**src/rtl/parity_frame_receiver_if.sv**
```systemverilog
// Bus between a serial line source and the parity frame receiver.
// Handshake: data_valid is a one-cycle strobe with no back-pressure (there is
// no ready). The consumer must take data_out, parity_error and framing_error
// in the cycle data_valid is high; they stay stable until the next strobe.
interface parity_frame_receiver_if #(
    parameter int DATA_WIDTH = 8
);
    logic                  rx_serial;
    logic                  odd_parity_sel;
    logic [DATA_WIDTH-1:0] data_out;
    logic                  data_valid;
    logic                  parity_error;
    logic                  framing_error;
    logic                  busy;
    logic [2:0]            state_dbg;

    // Line side: drives the serial line and parity mode, observes results.
    modport master (
        output rx_serial,
        output odd_parity_sel,
        input  data_out,
        input  data_valid,
        input  parity_error,
        input  framing_error,
        input  busy,
        input  state_dbg
    );

    // Receiver side.
    modport slave (
        input  rx_serial,
        input  odd_parity_sel,
        output data_out,
        output data_valid,
        output parity_error,
        output framing_error,
        output busy,
        output state_dbg
    );
endinterface

```
**src/rtl/parity_frame_receiver.sv**
```systemverilog
// Serial receiver for start + DATA_WIDTH data bits (LSB first) + parity + stop
// frames. Samples every bit mid-period, checks odd/even parity and the stop
// bit, and delivers the word with a one-cycle data_valid strobe.
module parity_frame_receiver #(
    parameter int DATA_WIDTH   = 8,
    parameter int CLKS_PER_BIT = 16
) (
    input  logic                 clk,
    input  logic                 rst,
    parity_frame_receiver_if.slave bus
);
    localparam int CNT_W = $clog2(CLKS_PER_BIT);
    localparam int IDX_W = (DATA_WIDTH > 1) ? $clog2(DATA_WIDTH) : 1;
    localparam logic [CNT_W-1:0] CNT_MID  = CNT_W'(CLKS_PER_BIT / 2 - 1);
    localparam logic [CNT_W-1:0] CNT_LAST = CNT_W'(CLKS_PER_BIT - 1);
    localparam logic [IDX_W-1:0] IDX_LAST = IDX_W'(DATA_WIDTH - 1);

    typedef enum logic [2:0] {
        IDLE   = 3'd0,
        START  = 3'd1,
        DATA   = 3'd2,
        PARITY = 3'd3,
        STOP   = 3'd4,
        DONE   = 3'd5
    } state_t;

    state_t                state;
    state_t                state_next;
    logic                  rx_meta;
    logic                  rx_s;
    logic [CNT_W-1:0]      cnt;
    logic [IDX_W-1:0]      idx;
    logic [DATA_WIDTH-1:0] shift;
    logic                  par_bit;
    logic                  par_mode;
    logic                  cnt_mid;
    logic                  cnt_last;
    logic                  p;

    assign cnt_mid  = (cnt == CNT_MID);
    assign cnt_last = (cnt == CNT_LAST);
    // Odd number of ones across data and parity bit.
    assign p        = ^{shift, par_bit};

    assign bus.busy      = (state != IDLE);
    assign bus.state_dbg = state;

    // Two-flop synchroniser; resets to the idle line level.
    always_ff @(posedge clk or posedge rst) begin
        if (rst) begin
            rx_meta <= 1'b1;
            rx_s    <= 1'b1;
        end else begin
            rx_meta <= bus.rx_serial;
            rx_s    <= rx_meta;
        end
    end

    // FSM state register.
    always_ff @(posedge clk or posedge rst) begin
        if (rst) state <= IDLE;
        else     state <= state_next;
    end

    // Next-state logic; every bit is sampled at its mid-point.
    always_comb begin
        state_next = state;
        case (state)
            IDLE:    if (!rx_s) state_next = START;
            START:   if (cnt_mid) state_next = rx_s ? IDLE : DATA;
            DATA:    if (cnt_last && (idx == IDX_LAST)) state_next = PARITY;
            PARITY:  if (cnt_last) state_next = STOP;
            STOP:    if (cnt_last) state_next = DONE;
            DONE:    state_next = IDLE;
            default: state_next = IDLE;
        endcase
    end

    // Bit-period counter: cleared on state change and at each bit boundary.
    always_ff @(posedge clk or posedge rst) begin
        if (rst) begin
            cnt <= '0;
        end else if ((state_next != state) || cnt_last || (state == IDLE)) begin
            cnt <= '0;
        end else begin
            cnt <= cnt + CNT_W'(1);
        end
    end

    // Shift register, bit index, parity bit and latched parity mode.
    always_ff @(posedge clk or posedge rst) begin
        if (rst) begin
            idx      <= '0;
            shift    <= '0;
            par_bit  <= 1'b0;
            par_mode <= 1'b0;
        end else begin
            if ((state == START) && cnt_mid && !rx_s) begin
                idx      <= '0;
                par_mode <= bus.odd_parity_sel;
            end
            if ((state == DATA) && cnt_last) begin
                shift[idx] <= rx_s;
                idx        <= idx + IDX_W'(1);
            end
            if ((state == PARITY) && cnt_last) begin
                par_bit <= rx_s;
            end
        end
    end

    // Outputs load on the edge entering DONE so they are visible during DONE.
    always_ff @(posedge clk or posedge rst) begin
        if (rst) begin
            bus.data_out      <= '0;
            bus.parity_error  <= 1'b0;
            bus.framing_error <= 1'b0;
            bus.data_valid    <= 1'b0;
        end else begin
            bus.data_valid <= 1'b0;
            if ((state == STOP) && cnt_last) begin
                bus.data_out      <= shift;
                bus.parity_error  <= par_mode ? ~p : p;
                bus.framing_error <= ~rx_s;
                bus.data_valid    <= 1'b1;
            end
        end
    end
endmodule

```
**src/flat_wrapper.sv**
```systemverilog
// flat-port wrapper written by rule: the top's interface ports become plain ports
module parity_frame_receiver_flat 
#(
    parameter int DATA_WIDTH   = 8,
    parameter int CLKS_PER_BIT = 16
)
  (clk, rst, bus_rx_serial, bus_odd_parity_sel, bus_data_out, bus_data_valid, bus_parity_error, bus_framing_error, bus_busy, bus_state_dbg);
  parity_frame_receiver_if #(.DATA_WIDTH(DATA_WIDTH)) bus_i ();
  input  logic clk;
  input  logic rst;
  input wire logic [$bits(bus_i.rx_serial)-1:0] bus_rx_serial;
  input wire logic [$bits(bus_i.odd_parity_sel)-1:0] bus_odd_parity_sel;
  output wire logic [$bits(bus_i.data_out)-1:0] bus_data_out;
  output wire logic [$bits(bus_i.data_valid)-1:0] bus_data_valid;
  output wire logic [$bits(bus_i.parity_error)-1:0] bus_parity_error;
  output wire logic [$bits(bus_i.framing_error)-1:0] bus_framing_error;
  output wire logic [$bits(bus_i.busy)-1:0] bus_busy;
  output wire logic [$bits(bus_i.state_dbg)-1:0] bus_state_dbg;
  assign bus_i.rx_serial = bus_rx_serial;
  assign bus_i.odd_parity_sel = bus_odd_parity_sel;
  assign bus_data_out = bus_i.data_out;
  assign bus_data_valid = bus_i.data_valid;
  assign bus_parity_error = bus_i.parity_error;
  assign bus_framing_error = bus_i.framing_error;
  assign bus_busy = bus_i.busy;
  assign bus_state_dbg = bus_i.state_dbg;
  parity_frame_receiver #(.DATA_WIDTH(DATA_WIDTH), .CLKS_PER_BIT(CLKS_PER_BIT)) u_core (.clk(clk), .rst(rst), .bus(bus_i));
endmodule
```
**config.mk**
```make
export PLATFORM = sky130hd
export DESIGN_NAME = parity_frame_receiver_flat
export DESIGN_NICKNAME = d
export VERILOG_FILES = /design/src/rtl/parity_frame_receiver_if.sv /design/src/rtl/parity_frame_receiver.sv /design/src/flat_wrapper.sv
export SDC_FILE = /design/constraint.sdc
export NUM_CORES = 1
export LEC_CHECK = 0
export BUFFER_PORTS_ARGS = -buffer_cell sky130_fd_sc_hd__clkbuf_2
export CORE_MARGIN = 2
export CORE_UTILIZATION = 50
export CTS_BUF_LIST = sky130_fd_sc_hd__clkbuf_8
export DETAILED_ROUTE_END_ITERATION = 12
export GPL_ROUTABILITY_DRIVEN = 0
export PLACE_DENSITY = 0.7
export REMOVE_ABC_BUFFERS = 1
export SLEW_MARGIN = 30
export SYNTH_ARGS = -nofsm -noshare
export SYNTH_HDL_FRONTEND = slang
export SYNTH_SLANG_ARGS = --single-unit
```
**constraint.sdc**
```tcl
create_clock -name clk -period 4.7 [get_ports clk]
set_input_delay 0.47 -clock clk [delete_from_list [all_inputs] [get_ports clk]]
set_output_delay 0.47 -clock clk [all_outputs]
set_load 0.05 [all_outputs]
```
==> results_dict.tcl <==
set metrics [dict create \
    status "completed" \
    utilization_pct 58.82 \
    final_antenna_net_count 0 \
    worstMarginPinSlew_ns 0.6436 \
    grtUsageMet2_pct 28.89 \
    grt_max_degree 34 \
    synth_compound_area_share_pct 4.560 \
    final_area_um2 1752 \
    tritoncts "yes" \
    first_pass_iters 4 \
    grt_pass1_vias 941 \
    synth_mux_area_share_pct 13.93 \
    synth-seq-cells 33 \
    routed_wl_mm 2.592 \
    drt-initial-drc-count 32 \
    vias 966 \
    setup_viol 0 \
    vdd_drop_max_mv 0.3156 \
    clock_latency_ns 0.28 \
    synth_cell_type_count 36 \
    rsz0062_at_grt "false" \
    via_per_inst 5.520 \
    crit_fanout 12 \
    postCtsHoldBufs 0 \
    hp-class "input pin to asynchronous set/reset pin" \
    seq_area_frac_synth_pct 53.91 \
    io_pins 19 \
    min_period_ns 2.131 \
    dieArea_um2 3533 \
    path_delay_family "simple AND/OR/NAND/NOR gates" \
    cts_buffer_depth 2 \
    startpoint_type "register" \
    layout-drive-gt1-share_pct 35.92 \
    clock-skew-final_ns 0.001933 \
    critPathMaxStageDelay_ns 0.56 \
    top_usage_layer "met2" \
    grt_usage_pct 17.07 \
    path_buf_inv 0 \
    drc 0 \
    antenna_found_initial 0 \
    min_period_over_period_pct 45.34 \
    fin_nets 148 \
    initial_core_util_pct 51.60 \
    fmax_ghz 0.4692 \
    num_rows 20 \
    hold_viol_final 0 \
    p_per_area_nw_per_um2 452.9 \
    die_w_um 59.44 \
    synth_adder_area_share_pct 2.443 \
    numPortBuffers 18 \
    use_met3_pct 6.550 \
    slew_headroom_pct 56.86 \
    synth_xor_area_share_pct 7.166 \
    diodes 0 \
    clock-sinks 33 \
    clk_pin_slew_ns 0.06 \
    worstPathCellList "ha_1 > nand3_2 > nor3_2 > nor4bb_1 > mux2_2" \
    wl_per_cell_um 14.81 \
    synth_top_family_by_area "simple AND/OR/NAND/NOR gates" \
    cp.arrival_ns 2.30 \
    cp_slowest_cell "nor3_2" \
    maxSlewViolCount 0 \
    syn_avg_cell_area_um2 12.80 \
    hpwlAfterDp_mm 1.777 \
    worstSetupPathType "register to register" \
    setup_tns_ns 0 \
    htree_levels 2 \
    power_uw 793.3 \
    cts_setup_buffers 0 \
    dieHeight_um 59.44 \
    root_buffer "clkbuf_8" \
    synth-simple-area-share_pct 15.39 \
    grt_overflow 0 \
    synthesis.area_um2 1536 \
    cts_resized 0 \
    grt_use_met1_pct 19.92 \
    grt_pass1_wl_mm 4.347 \
    worstPathRequired_ns 4.87 \
    drv_cap 0 \
    numCtsBuffers 5 \
    critPathCaptureType "register" \
    areaGrowthSynthToFinish_pct 14.01 \
    place_area_um2 1650 \
    power_leakage_uw 0.0008817 \
    syn_inst 120 \
    coreArea_um2 2978 \
    yosysWarnings 0 \
]
## path summary, 6_finish.rpt
kind / from / endpoint / cells after the start / slack [ns]
max: u_core.cnt[0]$_DFF_PP0_ / u_core.shift[2]$_DFFE_PP0P_ / 5 / 2.57
min: rst / u_core.par_mode$_DFFE_PP0P_ / 3 / 0.25
min in group clk: bus_rx_serial / u_core.rx_meta$_DFF_PP1_ / 1 / 0.26
max reg2reg: u_core.cnt[0]$_DFF_PP0_ / u_core.shift[2]$_DFFE_PP0P_ / 5 / 2.57
max in group asynchronous: rst / u_core.rx_meta$_DFF_PP1_ / 3 / 4.12
min reg2reg: u_core.rx_meta$_DFF_PP1_ / u_core.rx_s$_DFF_PP1_ / 0 / 0.36
## through the flow
step                      hold slack (ns)  cells  worst slack [ns]
final                              0.2470    175             2.569
after global routing               0.2526    175             2.390
after CTS                          0.2569    175             2.603
after detailed placement           0.3495    167             2.645
after global placement             0.3472    167             2.725
after floorplan                    0.3452    115             2.678
## worst register-to-register path, delay by kind of cell, from the launching register on
kind | cells | cell delay [ns]
simple gates | 3 | 1.01
flops | 1 | 0.38
mux | 1 | 0.36
fa+ha+maj | 1 | 0.27
## kinds of logic after synthesis
| group | after synthesis |
|---|---|
| simple gates | 36 |
| flops | 33 |
| mux | 19 |
| xor+xnor | 11 |
| compound gates | 9 |
| buf+inv | 9 |
| fa+ha+maj | 3 |
## cell usage in the layout (no fill, tap or decap), types with 2 or more instances in the layout
cell      instances
dfrtp_1          31
clkbuf_2         18
mux2_2           15
xnor2_1           8
nand2_1           7
clkbuf_8          7
inv_1             4
nand4b_1          4
mux2_1            4
nor2_1            3
o21ai_0           3
nand3_1           3
nor3_1            3
ha_1              3
nand3_2           2
nor4bb_1          2
nand4_1           2
xor2_1            2
a22o_1            2
dfstp_2           2
## per-layer routing
layer / share of wire, % / wire length [um]
met1: 45 / 1155
met3: 3.8 / 98
met5: 0 / 0
met4: 0.89 / 23
met2: 51 / 1315
## sequential cells by signal, summed over array words and instances, names as in the netlist
signal / count
u_core.bus.data_out: 8
u_core.bus.data_valid: 1
u_core.bus.framing_error: 1
u_core.bus.parity_error: 1
u_core.bus.state_dbg: 3
u_core.cnt: 4
u_core.idx: 3
u_core.par_bit: 1
u_core.par_mode: 1
u_core.rx_meta: 1
u_core.rx_s: 1
u_core.shift: 8
## synth_stat cells, drive strengths merged
cell type  instances  share of area, %
nand3              5               2.3
nor2               3              0.73
a21oi              1              0.33
xor2               2               1.1
and4bb             1              0.81
ha                 3               2.4
or3                1              0.41
nand2              7               1.7
or2                2              0.81
xnor3              1               1.5
clkbuf             2              0.49
nand4b             4               2.3
nor4bb             2               1.3
nor3b              1              0.49
a22o               2               1.1
nand2b             1              0.41
and3b              1              0.57
o21ai              3              0.98
mux2              19                14
a21o               1              0.49
xnor2              8               4.6
inv                4              0.98
or4                1              0.73
buf                3               1.1
a311oi             1              0.57
and3               1              0.41
a41oi              1               1.1
nand4              2              0.81
dfstp              2               3.4
nor3               4               1.6
dfrtp             31                50
## power by group
part / internal (uW) / leakage (uW) / switching, uW
combinational: 80.6 / 0.000387 / 114
sequential: 319 / 0.000441 / 49.1
clock: 132 / 0.0000542 / 99.0
total: 531 / 0.000882 / 262
## final cells by class
| class | instances | area [um^2] |
|---|---|---|
| clock buffer | 7 | 96.34 |
| multi-input combinational | 78 | 668.1 |
| timing repair buffer | 19 | 97.59 |
| tap | 33 | 41.29 |
| fill | 270 | 1226 |
| inverter | 4 | 15.01 |
| clock inverter | 1 | 5.005 |
| sequential | 33 | 828.3 |
Power figures use the tool's default switching activity.
